## src/rtl/pipe_ctrl.sv

```systemverilog
// Hazard and stall controller for the 5-stage core: drives PC and inter-stage bank enables/flushes,
// tracks multi-cycle multiply occupancy of EX, and counts PC-stall cycles.
module pipe_ctrl #(
  parameter int MUL_LATENCY = 4,
  parameter int REG_ADDR_W  = 5,
  parameter int CNT_W       = 32
) (
  input  logic                  clk,
  input  logic                  reset,
  input  logic [REG_ADDR_W-1:0] id_rs1,
  input  logic [REG_ADDR_W-1:0] id_rs2,
  input  logic                  id_uses_rs1,
  input  logic                  id_uses_rs2,
  input  logic [REG_ADDR_W-1:0] ex_rd,
  input  logic                  ex_reg_write,
  input  logic                  ex_is_load,
  input  logic                  ex_is_mul,
  input  logic                  ex_branch_taken,
  input  logic                  icache_ready,
  input  logic                  mem_dcache_req,
  input  logic                  dcache_ready,
  output logic                  pc_en,
  output logic                  if_id_en,
  output logic                  if_id_flush,
  output logic                  id_ex_en,
  output logic                  id_ex_flush,
  output logic                  ex_mem_en,
  output logic                  ex_mem_flush,
  output logic                  mem_wb_en,
  output logic                  mem_wb_flush,
  output logic                  mul_busy,
  output logic [CNT_W-1:0]      stall_cnt
);

  typedef enum logic {
    MUL_IDLE,
    MUL_BUSY
  } mul_state_t;

  // The first MUL cycle is spent in MUL_IDLE, so the counter starts two below the latency.
  localparam bit         MUL_MULTI = (MUL_LATENCY > 1);
  localparam logic [3:0] MCNT_INIT = MUL_MULTI ? 4'(MUL_LATENCY - 2) : 4'd0;

  mul_state_t state, state_next;
  logic [3:0] mcnt, mcnt_next;
  logic       dstall, mstall, istall, lu_hz;

  assign dstall = mem_dcache_req & ~dcache_ready;
  assign istall = ~icache_ready;
  assign lu_hz  = ex_is_load & ex_reg_write & (ex_rd != '0) &
                  ((id_uses_rs1 & (id_rs1 == ex_rd)) | (id_uses_rs2 & (id_rs2 == ex_rd)));

  assign mul_busy = (state == MUL_BUSY);

  always_ff @(posedge clk) begin
    if (reset) begin
      state <= MUL_IDLE;
      mcnt  <= 4'd0;
    end else begin
      state <= state_next;
      mcnt  <= mcnt_next;
    end
  end

  // A D-cache stall freezes the multiplier but still holds the MUL in EX.
  always_comb begin
    state_next = state;
    mcnt_next  = mcnt;
    mstall     = 1'b0;
    case (state)
      MUL_IDLE: begin
        if (ex_is_mul && MUL_MULTI) begin
          mstall = 1'b1;
          if (!dstall) begin
            state_next = MUL_BUSY;
            mcnt_next  = MCNT_INIT;
          end
        end
      end
      MUL_BUSY: begin
        if (dstall) begin
          mstall = 1'b1;
        end else if (mcnt != 4'd0) begin
          mstall    = 1'b1;
          mcnt_next = mcnt - 4'd1;
        end else begin
          state_next = MUL_IDLE;
        end
      end
      default: begin
        state_next = MUL_IDLE;
        mcnt_next  = 4'd0;
      end
    endcase
  end

  always_comb begin
    pc_en        = 1'b1;
    if_id_en     = 1'b1;
    if_id_flush  = 1'b0;
    id_ex_en     = 1'b1;
    id_ex_flush  = 1'b0;
    ex_mem_en    = 1'b1;
    ex_mem_flush = 1'b0;
    mem_wb_en    = 1'b1;
    mem_wb_flush = 1'b0;
    if (reset) begin
      pc_en        = 1'b0;
      if_id_en     = 1'b0;
      if_id_flush  = 1'b1;
      id_ex_en     = 1'b0;
      id_ex_flush  = 1'b1;
      ex_mem_en    = 1'b0;
      ex_mem_flush = 1'b1;
      mem_wb_en    = 1'b0;
      mem_wb_flush = 1'b1;
    end else if (dstall) begin
      pc_en        = 1'b0;
      if_id_en     = 1'b0;
      id_ex_en     = 1'b0;
      ex_mem_en    = 1'b0;
      mem_wb_flush = 1'b1;
    end else if (mstall) begin
      pc_en        = 1'b0;
      if_id_en     = 1'b0;
      id_ex_en     = 1'b0;
      ex_mem_flush = 1'b1;
    end else if (ex_branch_taken) begin
      if_id_flush  = 1'b1;
      id_ex_flush  = 1'b1;
    end else if (lu_hz) begin
      pc_en        = 1'b0;
      if_id_en     = 1'b0;
      id_ex_flush  = 1'b1;
    end else if (istall) begin
      pc_en        = 1'b0;
      if_id_flush  = 1'b1;
    end
  end

  always_ff @(posedge clk) begin
    if (reset) begin
      stall_cnt <= '0;
    end else if (!pc_en && (stall_cnt != '1)) begin
      stall_cnt <= stall_cnt + CNT_W'(1);
    end
  end

endmodule

```

## config.mk

```make
export PLATFORM = sky130hd
export DESIGN_NAME = pipe_ctrl
export DESIGN_NICKNAME = d
export VERILOG_FILES = /design/src/rtl/pipe_ctrl.sv
export SDC_FILE = /design/constraint.sdc
export NUM_CORES = 1
export LEC_CHECK = 0
export CELL_PAD_IN_SITES_DETAIL_PLACEMENT = 1
export CELL_PAD_IN_SITES_GLOBAL_PLACEMENT = 1
export CORE_MARGIN = 2
export CORE_UTILIZATION = 30
export CTS_CLUSTER_SIZE = 16
export DETAILED_ROUTE_END_ITERATION = 10
export PLACE_DENSITY_LB_ADDON = 0.15
export SYNTH_ARGS = -nofsm -noshare
export SYNTH_HDL_FRONTEND = slang
export SYNTH_SLANG_ARGS = --single-unit
```

## constraint.sdc

```tcl
create_clock -name clk -period 2 [get_ports clk]
set_input_delay 0.4 -clock clk [delete_from_list [all_inputs] [get_ports clk]]
set_output_delay 0.4 -clock clk [all_outputs]
set_load 0.01 [all_outputs]
```

## After elaboration in Yosys (flattened, before gate mapping)

Cells that the tools add are included.

| cells by class | value |
|---|---|
| $add $sub $neg | 2 |
| eq/ne operators | 7 |
| mux-type cells | 44 |
| bitwise operators | 9 |
| reduce and logical (&&, ||, !) cells | 5 |

Operators with widths:

| operator | count |
|---|---|
| $mux W1 | 37 |
| $add A32 B1 Y32 const B | 1 |
| $ne A32 B32 Y1 const B | 1 |
| $mux W4 | 4 |
| $eq A5 B5 Y1 | 2 |
| $pmux W4 S2 | 1 |
| $and A1 B1 Y1 | 6 |
| $ne A2 B2 Y1 const B | 3 |
| $reduce_bool A5 Y1 | 1 |
| $pmux W1 S2 | 2 |
| $reduce_and A4 Y1 | 1 |
| $reduce_bool A4 Y1 | 1 |
| $sub A4 B1 Y4 const B | 1 |
| $ne A2 B1 Y1 const B | 1 |
| $not A1 Y1 | 2 |
| $logic_and A1 B1 Y1 | 1 |
| $logic_not A1 Y1 | 1 |
| $or A1 B1 Y1 | 1 |

| word-level totals | value |
|---|---|
| register bits after elaboration | 37 |
| output and inout bits | 42 |
| word-level logic and storage cells | 70 |

## Logic depth before layout (Yosys ltp)

Gate-level depths: netlist of the first run.

| logic depth | value |
|---|---|
| word-level depth | 11 |
| depth in mapped cells | 10 |
| depth with buffers taken out | 8 |

## Least setup slack after synthesis of the first run

No wires, ideal clock.

| timing path | value |
|---|---|
| path kind | input to register |
| start point | input ex_rd[3] |
| end point | register stall_cnt[31] |
| library setup time | 0.123 ns |
| data arrival time | 2.033 ns |
| data required time | 1.877 ns |
| setup slack | -0.156 ns |
| cell stages on the path | 8 |
| path buffers | 1 |
| cells stage by stage | xor2_1 -> nor4_2 -> a32oi_1 -> o21ai_4 -> o21ai_4 -> buf_6 -> nor4_1 -> mux2_1 |

| on the way | value |
|---|---|
| word-level cells in the longest chain between the ends | 11 |
| elaborated cells between the ends (all ways) | 15 |
| classes of those cells | eq/ne (2); mux (5); bitwise (5); reduce/logical (3) |

RTL lines:

| item | RTL line | RTL |
|---|---|---|
| start: declaration | 14 | `input logic [REG_ADDR_W-1:0] ex_rd,` |
| $eq A5 B5 Y1 | 51 | `((id_uses_rs1 & (id_rs1 == ex_rd)) \| (id_uses_rs2 & (id_rs2 == ex_rd)));` |
| $and A1 B1 Y1 | 51 |  |
| $or A1 B1 Y1 | 51 |  |
| $and A1 B1 Y1 * | 50 | `assign lu_hz = ex_is_load & ex_reg_write & (ex_rd != '0) &` |
| $mux W1 * | 131 | `end else if (lu_hz) begin` |
| $mux W1 * | 128 | `end else if (ex_branch_taken) begin` |
| $mux W1 * | 123 | `end else if (mstall) begin` |
| $mux W1 * | 117 | `end else if (dstall) begin` |
| $mux W1 * | 107 | `if (reset) begin` |
| $logic_not A1 Y1 * | 144 | `end else if (!pc_en && (stall_cnt != '1)) begin` |
| $logic_and A1 B1 Y1 * | 144 |  |
| end signal: assignment | 145 | `stall_cnt <= stall_cnt + CNT_W'(1);` |
| end: declaration | 32 | `output logic [CNT_W-1:0] stall_cnt` |

Mark *: on every way between the ends. The rest lies on a longest branch, timed or not.
A chain may end at the register's enable or synchronous reset.

## Final worst setup path of the first run

| timing path | value |
|---|---|
| start point | input id_rs1[1] |
| end point | register stall_cnt[15] |

| on the way | value |
|---|---|
| word-level cells in the longest chain between the ends | 11 |

RTL lines:

| item | RTL line | RTL |
|---|---|---|
| start: declaration | 10 | `input logic [REG_ADDR_W-1:0] id_rs1,` |
| $eq A5 B5 Y1 | 51 |  |
| $and A1 B1 Y1 | 51 |  |
| $or A1 B1 Y1 | 51 |  |
| $and A1 B1 Y1 | 50 |  |
| $mux W1 | 131 |  |
| $mux W1 | 128 |  |
| $mux W1 | 123 |  |
| $mux W1 | 117 |  |
| $mux W1 | 107 |  |
| $logic_not A1 Y1 | 144 |  |
| $logic_and A1 B1 Y1 | 144 |  |

Every way passes these cells.

==> results of run 1 <==
[power by group]
part           internal (mW)  total (mW)  leakage, nW  switching, mW
Clock                  0.274       0.546       0.0443          0.272
Sequential             0.757       0.771        0.300         0.0140
Combinational          0.255       0.476         1.14          0.221
[worst paths after layout]
path	from	end	depth (start not counted)
setup reg to reg	mcnt[1]$_SDFFE_PP0P_	stall_cnt[31]$_SDFFE_PP0P_	10
setup / recovery	id_rs1[1]	stall_cnt[15]$_SDFFE_PP0P_	11
hold reg to reg	stall_cnt[22]$_SDFFE_PP0P_	stall_cnt[22]$_SDFFE_PP0P_	2
hold / removal	stall_cnt[22]$_SDFFE_PP0P_	stall_cnt[22]$_SDFFE_PP0P_	2
[worst register-to-register path, cell delays in order, from the launching register on]
cell and delay [ps]:
dfxtp_2 330, inv_2 60, ha_4 140, nand2_4 60, a2111oi_4 420, o21ai_4 120
buf_6 140, o21ai_4 180, buf_6 220, nor4_4 50, mux2_1 310
[per-layer routing]
metal	share of wire	up-vias	GRT usage	wire length, um
li1	-	1270	-	-
met1	0.43	1239	0.222	3250
met2	0.50	64	0.364	3780
met3	0.050	9	0.0462	373
met4	0.013	0	0.0529	101
met5	0	-	0	0
[logic make-up after synthesis]
family | after synthesis
mux | 4
compound gates | 65
xor+xnor | 15
flops | 37
simple gates | 125
fa+ha+maj | 2
buf+inv | 23
[repair_timing]
action	4_1_cts	5_1_grt
pin swaps	39	14
endpoints found under the setup margin	41	37
gates resized for setup	120	17
buffers inserted	5	6
[sequential cells by signal, indices dropped and copies added (netlist names)]
register and flops:
stall_cnt 32, mul_busy 1, mcnt 4
[cells in the mapped netlist (all sizes together)]
cell / number / area, sq um
nand2: 22 / 82.6
xor2: 11 / 96.3
xnor2: 4 / 35.0
clkinv: 1 / 3.75
o311ai: 1 / 8.76
nand2b: 1 / 6.26
or2: 1 / 6.26
mux2i: 1 / 10.0
dfxtp: 37 / 741
a21o: 1 / 7.51
nor2b: 4 / 25.0
a32oi: 1 / 8.76
nor4b: 1 / 8.76
and4: 1 / 8.76
o21a: 5 / 37.5
nor2: 27 / 101
o31ai: 7 / 52.6
and3: 2 / 12.5
o21ai: 21 / 128
o41ai: 1 / 8.76
o211ai: 1 / 7.51
o31a: 1 / 8.76
nor3: 5 / 25.0
buf: 6 / 48.8
or3: 17 / 106
nor4: 7 / 71.3
a2111oi: 1 / 27.5
inv: 11 / 41.3
nand3: 14 / 75.1
clkbuf: 5 / 18.8
and2: 2 / 12.5
nand4: 13 / 87.6
o21ba: 1 / 10.0
a21oi: 24 / 120
ha: 2 / 25.0
mux2: 3 / 33.8
or4: 8 / 60.1
[stage by stage]
| step | area [sq um] | TNS [ps] | hold WS [ps] | util |
|---|---|---|---|---|
| 6_report | 3800 | -3560 | 517 | 0.550 |
| 3_5_place_dp | 3450 | -33050 | 516 | 0.500 |
| 4_1_cts | 3680 | -5010 | 526 | 0.533 |
| 5_1_grt | 3800 | -6930 | 551 | 0.550 |
| 3_3_place_gp | 3450 | -30080 | 491 | 0.500 |
| 2_1_floorplan | 2200 | -197 | 480 | - |
[layout make-up]
| class | count | area share |
|---|---|---|
| multi-input cells | 211 | 0.398 |
| repair buffers | 149 | 0.340 |
| flip-flops and latches | 37 | 0.196 |
| well taps | 96 | 0.0316 |
| clock buffers | 7 | 0.0227 |
| inverters | 12 | 0.0122 |
==> metrics.md, run 1 <==
| Metric | Value |
|---|---|
| Worst setup margin | -212 ps |
| Drt first pass iters | 4 |
| Rel. slew slack | 0.744 |
| Synthesis Warnings | 0 |
| VDD IR max | approximately 0.00023 V |
| Fillers | about 840 |
| First-pass GRT wire length | about 12000 um |
| Biggest cell delay along the critical path | 510 ps |
| Final nets | 444 |
| CP bufs+invs | 4 |
| Commonest cells after routing, fill and taps aside | 72 x buf_4, 38 x clkdlybuf4s50_1, 35 x dfxtp_1, 25 x nor2_1, 22 x a21oi_1 |
| IO buf count | 67 |
| Status | finished with violations |
| Largest net degree at the start of global routing | 34 |
| Syn_nets | 299 |
| Clock Pin Slew Worst Setup and Hold Paths | around 80 ps |
| PwrDens | approximately 470 nW/um^2 |
| Violated checks | setup timing |
| Ports | between 60 and 70 |
| Cell mode on critical path | buf_6 |
| CTS buffer count | 5 |
| RSZ-0062 raised after global routing | true |
| Number of library cell types mapped by synthesis | 47 |
| Mux contribution to synthesized area | 0.0202 |
| Worst slew pin tran | ~380 ps |
| Die Ht | between 80 and 90 um |
| Post-Synth Simple-Gate Area | 0.318 |
| CP startpoint kind | input port |
| Via count | between 2000 and 3000 |
| Via count of the first global-routing pass | between 2000 and 3000 |
| Critical path required time | around 2200 ps |
| Pre-CTS worst setup slack | -999 ps |
| Crit path kind | input port to register |
| Final Setup Violations | 34 |
| Share of cells above drive strength 1 | 0.349 |
| Die ar. | a little under 8000 sq um |
| Cell Area, Synth | roughly 2200 sq um |
| Mapped Cells | approximately 270 |
| Final Non-Filler Cells | about 510 |
| Compound-Gate Fraction of Synth Area | 0.196 |
| Largest family of logic cells by synthesized area | simple AND/OR/NAND/NOR gates |
| Total track usage | 0.195 |
| Class of the worst hold path | register to register |
| Fin crit period | roughly 2200 ps |
| Clock buffer depth | 2 |
| Drt wl/cell | 14.6 um |
| Ant. Diodes | 0 |
| Detail Placement HPWL | roughly 5600 um |
| H-tree depth | 2 |
| Clock latency on the worst-skew pair | roughly 300 ps |
| Clock Skew | between 5 and 6 ps |
| Initial core utilization | 0.314 |
| Synth Register Bits | 37 |
| CTS tree | yes |
| Leakage power total | approximately 1.5 nW |
| 1st-iter DRT viols | 70 |
| RePlAce Congestion | around 0.77 |
| Via density | 5.04 |
| Root Driver | clkbuf_8 |
| Footprint of the multi-input gates | ~1500 sq um |
| Total gr overflow | 0 |
| CTS sink cnt | 37 |
| Placed insts | roughly 500 |
| Register-to-register setup slack | -140 ps |
| Site Rows | 30 |
| # DRC | 0 |
| Cell breakdown of the critical path | buf_6, xor2_1, nor4_2, a32oi_2, buf_4, o21ai_4, buf_6, o21ai_4, buf_6, or4_4, a21oi_2 |
| Commonest non-fill, non-tap cell in the layout | buf_4 |
| Max Clk Rate | roughly 450 MHz |
| Adder-cell share of the synthesized area | 0.0115 |
| Fin crit share | 1.11 |
| Final ANT Viol Nets | 0 |
| FF/Latch Area | about 740 sq um |
| Die Span X | just under 90 um |
| Area of the core | just under 7000 sq um |
| Max-Cap Viols | 0 |
| Synth Area in XOR/XNOR | 0.0606 |
| Cts hold-fix bufs | 0 |
| Largest fanout on the critical path | 6 |
| Layout area overhead | 75.2% |
| Slew Limit Fails | 0 |
| Initial antenna violation count | 0 |
| Syn_area_per_cell | about 8.0 sq um |
| Hold Vio Cnt, Final | 0 |
| Setup crit end kind | register |
| WP data arrival | around 2400 ps |
| Tot Pwr | ~1.8 mW |
| Slowest cell on the critical path | or4_4 |
| Crit path max-delay family | simple AND/OR/NAND/NOR gates |
| Post-synthesis sequential area ratio | 0.342 |
| Total wire length | between 7000 and 8000 um |
Power figures use the tool's default switching activity.
==> run 2: changes to the inputs <==
--- a/config.mk
+++ b/config.mk
@@ -5,10 +5,11 @@
 export SDC_FILE = /design/constraint.sdc
 export NUM_CORES = 1
 export LEC_CHECK = 0
+export CAP_MARGIN = 20
 export CELL_PAD_IN_SITES_DETAIL_PLACEMENT = 1
 export CELL_PAD_IN_SITES_GLOBAL_PLACEMENT = 1
 export CORE_MARGIN = 2
-export CORE_UTILIZATION = 30
+export CORE_UTILIZATION = 36
 export CTS_CLUSTER_SIZE = 16
 export DETAILED_ROUTE_END_ITERATION = 10
 export PLACE_DENSITY_LB_ADDON = 0.15
==> constraint.sdc (replaced) <==
create_clock -name clk -period 2.6 [get_ports clk]
set_input_delay 0.52 -clock clk [delete_from_list [all_inputs] [get_ports clk]]
set_output_delay 0.52 -clock clk [all_outputs]
set_load 0.01 [all_outputs]
==> run 2 against run 1 <==
Effect of this change:
- the flow now finishes without violations
- first-iteration DRC count is 51% higher
- die area is 16% lower
- global-route usage is 2.7 points higher
- critical path type is now input port to output port
- critical endpoint is now mem_wb_en
- largest power group unchanged
==> metrics.md, run 2 (synthesis results as in run 1) <==
| Metric | Value |
|---|---|
| Via count | 2402 (-7.0%) |
| Drt wl/cell | 15.9 um (+8.6%) |
| Total track usage | 0.222 (+0.0269) |
| Area of the core | 5890 sq um (-15%) |
| Critical path required time | 2080 ps (-150 ps) |
| Placed cell areas | 3070 sq um (-11%) |
| Fin crit period | 2510 ps |
| Largest Register | stall_cnt |
| Die Span X | 81.6 um (-8.3%) |
| Clock Pin Slew Worst Setup and Hold Paths | 80 ps (about the same) |
| Via density | 5.51 (+9.2%) |
| Drt first pass iters | 4 (unchanged) |
| Max Clk Rate | 399 MHz |
| Clock Skew | 9.56 ps (+3.87 ps) |
| CTS buffer count | 5 (unchanged) |
| Ant. Diodes | 0 (unchanged) |
| Clock latency on the worst-skew pair | 300 ps (about the same) |
| RePlAce Congestion | 0.756 (-2.3%) |
| Die Ht | 81.6 um (-8.3%) |
| First-pass GRT wire length | 11700 um (-3.9%) |
| Total gr overflow | 0 (unchanged) |
| Root Driver | clkbuf_8 |
| Worst slew pin tran | 471 ps (+86.6 ps) |
| # DRC | 0 (unchanged) |
| Pre-CTS worst setup slack | -637 ps (+362 ps) |
| Worst setup margin | 92.3 ps (+304 ps) |
| Initial antenna violation count | 0 (unchanged) |
| CTS sink cnt | 37 (unchanged) |
| Class of the worst hold path | register to register |
| Leakage power total | 1.17 nW (-21%) |
| Total wire length | 6930 um (-7.5%) |
| Via count of the first global-routing pass | 2533 (-5.5%) |
| IO buf count | 67 (unchanged) |
| 1st-iter DRT viols | 106 (+51%) |
| Crit path kind | input port to output port |
| Detail Placement HPWL | 5090 um (-9.8%) |
| Commonest non-fill, non-tap cell in the layout | clkdlybuf4s50_1 |
| WP data arrival | 1990 ps (-450 ps) |
| VDD IR max | 0.000205 V (-10%) |
| Share of cells above drive strength 1 | 0.191 (-0.157) |
| Fillers | 717 (-15%) |
| H-tree depth | 2 (unchanged) |
| Slew Limit Fails | 0 (unchanged) |
| RSZ-0062 raised after global routing | true |
| Final ANT Viol Nets | 0 (unchanged) |
| Max reg flops | 32 (unchanged) |
| Layout area overhead | 50.2% |
| Cts hold-fix bufs | 0 (unchanged) |
| Max-Cap Viols | 0 (unchanged) |
| Largest fanout on the critical path | 5 (-1) |
| Initial core utilization | 0.368 (+0.0545) |
| Hold Vio Cnt, Final | 0 (unchanged) |
| CTS tree | yes |
| Fin crit share | 0.965 |
| Final nets | 388 (-13%) |
| Setup crit end kind | output port |
| Commonest cells after routing, fill and taps aside | 48 x clkdlybuf4s50_1, 37 x dfxtp_1, 26 x nor2_1, 22 x nand2_1, 22 x buf_4 |
| CP startpoint kind | input port |
| Final Setup Violations | 0 (-100%) |
| Status | finished clean |
| Clock buffer depth | 2 (unchanged) |
| Die ar. | 6660 sq um (-16%) |
| Rel. slew slack | 0.685 (-0.0591) |
| Ports | 68 (unchanged) |
| Design Area, Final | 3260 sq um (-14%) |
| Site Rows | 28 (-6.7%) |
| Largest net degree at the start of global routing | 34 (unchanged) |
| PwrDens | 392 nW/um^2 (-17%) |
run 2: cell count changes in the layout (fill, tap and decap cells not counted), sizes merged, moves of 2 or more:
| cell | change |
|---|---|
| buf | -66 |
| clkdlybuf4s15 | -4 |
| clkdlybuf4s50 | +10 |
| clkinv | +2 |
| dlygate4sd2 | -3 |
| dlymetal6s2s | +5 |
run 2: path summary, 6_finish.rpt:
path,from,endpoint,slack [ps],cells after the start
max,reset,mem_wb_en,90,5
min,stall_cnt[22]$_SDFFE_PP0P_,stall_cnt[22]$_SDFFE_PP0P_,520,2
max reg2reg,mcnt[0]$_SDFFE_PP0P_,stall_cnt[5]$_SDFFE_PP0P_,270,10
min reg2reg,stall_cnt[22]$_SDFFE_PP0P_,stall_cnt[22]$_SDFFE_PP0P_,520,2
run 2: timing repair:
action,4_1_cts,5_1_grt
gates resized for setup,35,25
cloned,1,0
buffers inserted,0,0
pin swaps,11,9
endpoints found under the setup margin,34,33
run 2: power by group:
part	leakage, nW	switching (mW)	internal, mW
logic	0.830	0.136	0.135
clock network	0.0439	0.224	0.185
registers	0.299	0.0153	0.582
run 2: area by class of cell:
| type | instances | area, sq um | area share |
|---|---|---|---|
| clock buffer | 5 | 68.8 | 0.0211 |
| clock inverter | 3 | 17.5 | 0.00538 |
| inverter | 12 | 45.0 | 0.0138 |
| multi-input combinational | 211 | 1400 | 0.430 |
| sequential | 37 | 741 | 0.227 |
| tap | 75 | 93.8 | 0.0288 |
| timing repair buffer | 93 | 891 | 0.274 |
run 2: stage by stage:
step | power (mW) | utilization | setup TNS (ps) | hold WS, ps | instances
after floorplan | 0.739 | - | 0 | 480 | 271
after global placement | 0.867 | 0.521 | -11400 | 485 | 427
after detailed placement | 0.874 | 0.521 | -13510 | 500 | 427
after CTS | 1.29 | 0.544 | 0 | 519 | 436
after global routing | 1.34 | 0.553 | 0 | 564 | 436
final | 1.28 | 0.553 | 0 | 517 | 436
run 2: metal layers:
| layer | share of wire | track usage | vias to the layer above |
|---|---|---|---|
| met3 | 0.058 | 0.0615 | 9 |
| met5 | 0 | 0 | - |
| met1 | 0.43 | 0.261 | 1167 |
| met4 | 0.012 | 0.0650 | 0 |
| met2 | 0.50 | 0.394 | 58 |
| li1 | - | - | 1168 |
run 2: critical path, stage by stage:
cell	delay, ps
clkdlybuf4s50_1	560
buf_4	150
clkinv_1	130
buf_4	160
clkdlybuf4s50_1	460
==> run 3: changes to the inputs <==
--- a/config.mk
+++ b/config.mk
@@ -13,6 +13,7 @@
 export CTS_CLUSTER_SIZE = 16
 export DETAILED_ROUTE_END_ITERATION = 10
 export PLACE_DENSITY_LB_ADDON = 0.15
+export SKIP_CTS_REPAIR_TIMING = 1
 export SYNTH_ARGS = -nofsm -noshare
 export SYNTH_HDL_FRONTEND = slang
 export SYNTH_SLANG_ARGS = --single-unit
==> run 3 against run 2 <==
Effect of this change:
- combinational power barely moved
- clock power barely moved
- register-to-register slack better by 50 ps
- sequential power barely moved
- cell area increased by 0.61%
- routed wire length fell by 1.1%
- critical path depth is the same
- die area did not move
- sequential share of layout area shrank 0.14 points
- final cell count stayed put
- utilization is 0.34 points higher
- worst setup slack got worse by 10 ps
- critical endpoint unchanged
- highest routed layer unchanged
==> metrics.md, run 3 (synthesis results as in run 1) <==
| Metric | Value |
|---|---|
| Final Setup Violations | 0 (unchanged) |
| Root Driver | clkbuf_8 |
| Die Ht | 81.6 um (unchanged) |
| Footprint of the multi-input gates | 1380 sq um (-1.6%) |
| Layout area overhead | 51.1% |
| Fin crit period | 2520 ps (+10.5 ps) |
| Fin crit share | 0.969 (+0.00403) |
| Largest fanout on the critical path | 5 (unchanged) |
| Hold Path Stages | 2 (unchanged) |
| Largest Register | stall_cnt |
| Max reg flops | 32 (unchanged) |
| Cell breakdown of the critical path | clkdlybuf4s50_1, buf_4, clkinv_1, buf_4, clkdlybuf4s50_1 |
| Max Clk Rate | 397 MHz (-0.42%) |
| CTS buffer count | 5 (unchanged) |
| Met3 usage | 0.0560 (-0.00549) |
| IO buf count | 67 (unchanged) |
| Tot Pwr | 1.28 mW (+0.11%) |
| Hold Vio Cnt, Final | 0 (unchanged) |
| Rel. slew slack | 0.711 (+0.0263) |
| Via count | 2411 (+0.37%) |
| Via density | 5.53 (+0.37%) |
| Clock buffer depth | 2 (unchanged) |
| Drt wl/cell | 15.7 um (-1.1%) |
| Worst setup margin | 81.8 ps (-10.5 ps) |
| Leakage power total | 1.25 nW (+6.9%) |
| Total wire length | 6850 um (-1.1%) |
| Ant. Diodes | 0 (unchanged) |
| Largest net degree at the start of global routing | 34 (unchanged) |
| Site Rows | 28 (unchanged) |
| Ports | 68 (unchanged) |
| End of the worst register-to-register path | stall_cnt[5]$_SDFFE_PP0P_ |
| WP data arrival | 2000 ps (about the same) |
| # DRC | 0 (unchanged) |
| Final nets | 388 (unchanged) |
| VDD IR max | 0.000205 V (about the same) |
| Pre-CTS worst setup slack | -637 ps (unchanged) |
| Clock Skew | 6.35 ps (-3.20 ps) |
| Worst slew pin tran | 431 ps (-39.3 ps) |
| Max-Cap Viols | 0 (unchanged) |
| Slew Limit Fails | 0 (unchanged) |
| CP startpoint kind | input port |
| Total track usage | 0.214 (-0.00793) |
| Critical path required time | 2080 ps (about the same) |
| Commonest non-fill, non-tap cell in the layout | clkdlybuf4s50_1 |
| Area of the core | 5890 sq um (unchanged) |
| Final ANT Viol Nets | 0 (unchanged) |
| Register-to-register setup slack | 320 ps (+50 ps) |
| Most used routing layer | met2 |
| Class of the worst hold path | register to register |
| Fillers | 694 (-3.2%) |
| Initial core utilization | 0.368 (unchanged) |
| Commonest cells after routing, fill and taps aside | 49 x clkdlybuf4s50_1, 37 x dfxtp_1, 26 x nor2_1, 23 x a21oi_1 |
| Biggest cell delay along the critical path | 570 ps (about the same) |
| Worst R2R Start | mcnt[0]$_SDFFE_PP0P_ |
| Crit path kind | input port to output port |
| Setup crit end kind | output port |
| Final Non-Filler Cells | 436 (unchanged) |
| RePlAce Congestion | 0.756 (unchanged) |
| 1st-iter DRT viols | 77 (-27%) |
| Drt first pass iters | 6 (+2) |
| Met2 Usage GRT | 0.379 (-0.0156) |
| H-tree depth | 2 (unchanged) |
| Clock Pin Slew Worst Setup and Hold Paths | 70 ps (about the same) |
| CTS sink cnt | 37 (unchanged) |
| M1 GR Usage | 0.256 (-0.00437) |
| Initial antenna violation count | 0 (unchanged) |
| Clock latency on the worst-skew pair | 290 ps (about the same) |
| Worst reg2reg path depth | 10 (unchanged) |
| Detail Placement HPWL | 5090 um (unchanged) |
| Die Span X | 81.6 um (unchanged) |
| Via count of the first global-routing pass | 2485 (-1.9%) |
| FF/Latch Area | 741 sq um (unchanged) |
| Total gr overflow | 0 (unchanged) |
| Slowest cell on the critical path | clkdlybuf4s50_1 |
| PwrDens | 390 nW/um^2 (-0.50%) |
| Hold worst-path end | stall_cnt[30]$_SDFFE_PP0P_ |
| End-of-flow core utilization | 0.557 (+0.00340) |
| Total negative setup slack | 0 ps (unchanged) |
| Placed insts | 427 (unchanged) |
| CTS tree | yes |
| Min-delay src | stall_cnt[30]$_SDFFE_PP0P_ |
| Share of cells above drive strength 1 | 0.166 (-0.0249) |
| Status | finished clean |
| Die ar. | 6660 sq um (unchanged) |
| First-pass GRT wire length | 11200 um (-3.6%) |
==> run 3: cell count changes in the layout (fill, tap and decap cells not counted), sizes merged <==
cell	delta
clkdlybuf4s15	-1
clkdlybuf4s50	+1
dlymetal6s2s	+9
dlygate4sd2	-5
buf	-4
==> run 3: power by group <==
part	total [mW]	switching, mW	internal, mW	leakage [nW]
sequential	0.597	0.0152	0.582	0.299
combinational	0.272	0.134	0.138	0.911
clock	0.410	0.224	0.185	0.0439
total	1.28	0.374	0.905	1.25
==> run 3: critical path: cells and delay by family <==
family | cells | cell delay (ps)
buffers and inverters | 5 | 1480
==> run 3: metal layers <==
metal / up-vias / routed length [um] / part of all wire
met2: 68 / 3390 / 0.49
met4: 0 / 83 / 0.012
met3: 9 / 454 / 0.066
li1: 1172 / - / -
met1: 1162 / 2920 / 0.43
met5: - / 0 / 0
==> run 3: worst max path at each step <==
stage                   start                          to  slack [ps]
floorplan            ex_rd[3]  stall_cnt[31]$_SDFFE_PP0P_         320
global placement     ex_rd[3]                 id_ex_flush        -560
detailed placement   ex_rd[3]                 id_ex_flush        -640
CTS                  ex_rd[3]                 id_ex_flush        -650
global route        id_rs2[4]  stall_cnt[16]$_SDFFE_PP0P_         -20
finish                  reset                   mem_wb_en          80
==> run 3: per-stage QoR <==
stage / instance area (sq um) / hold slack, ps
2_1_floorplan: 2170 / 480
3_3_place_gp: 3070 / 485
3_5_place_dp: 3070 / 500
4_1_cts: 3150 / 519
5_1_grt: 3280 / 563
6_report: 3280 / 522
==> run 3: area by class of cell <==
| class | count | share of cell area |
|---|---|---|
| Multi-Input combinational cell | 211 | 0.420 |
| Clock inverter | 3 | 0.00535 |
| Clock buffer | 5 | 0.0210 |
| Inverter | 12 | 0.0137 |
| Sequential cell | 37 | 0.226 |
| Timing Repair Buffer | 93 | 0.285 |
| Tap cell | 75 | 0.0286 |
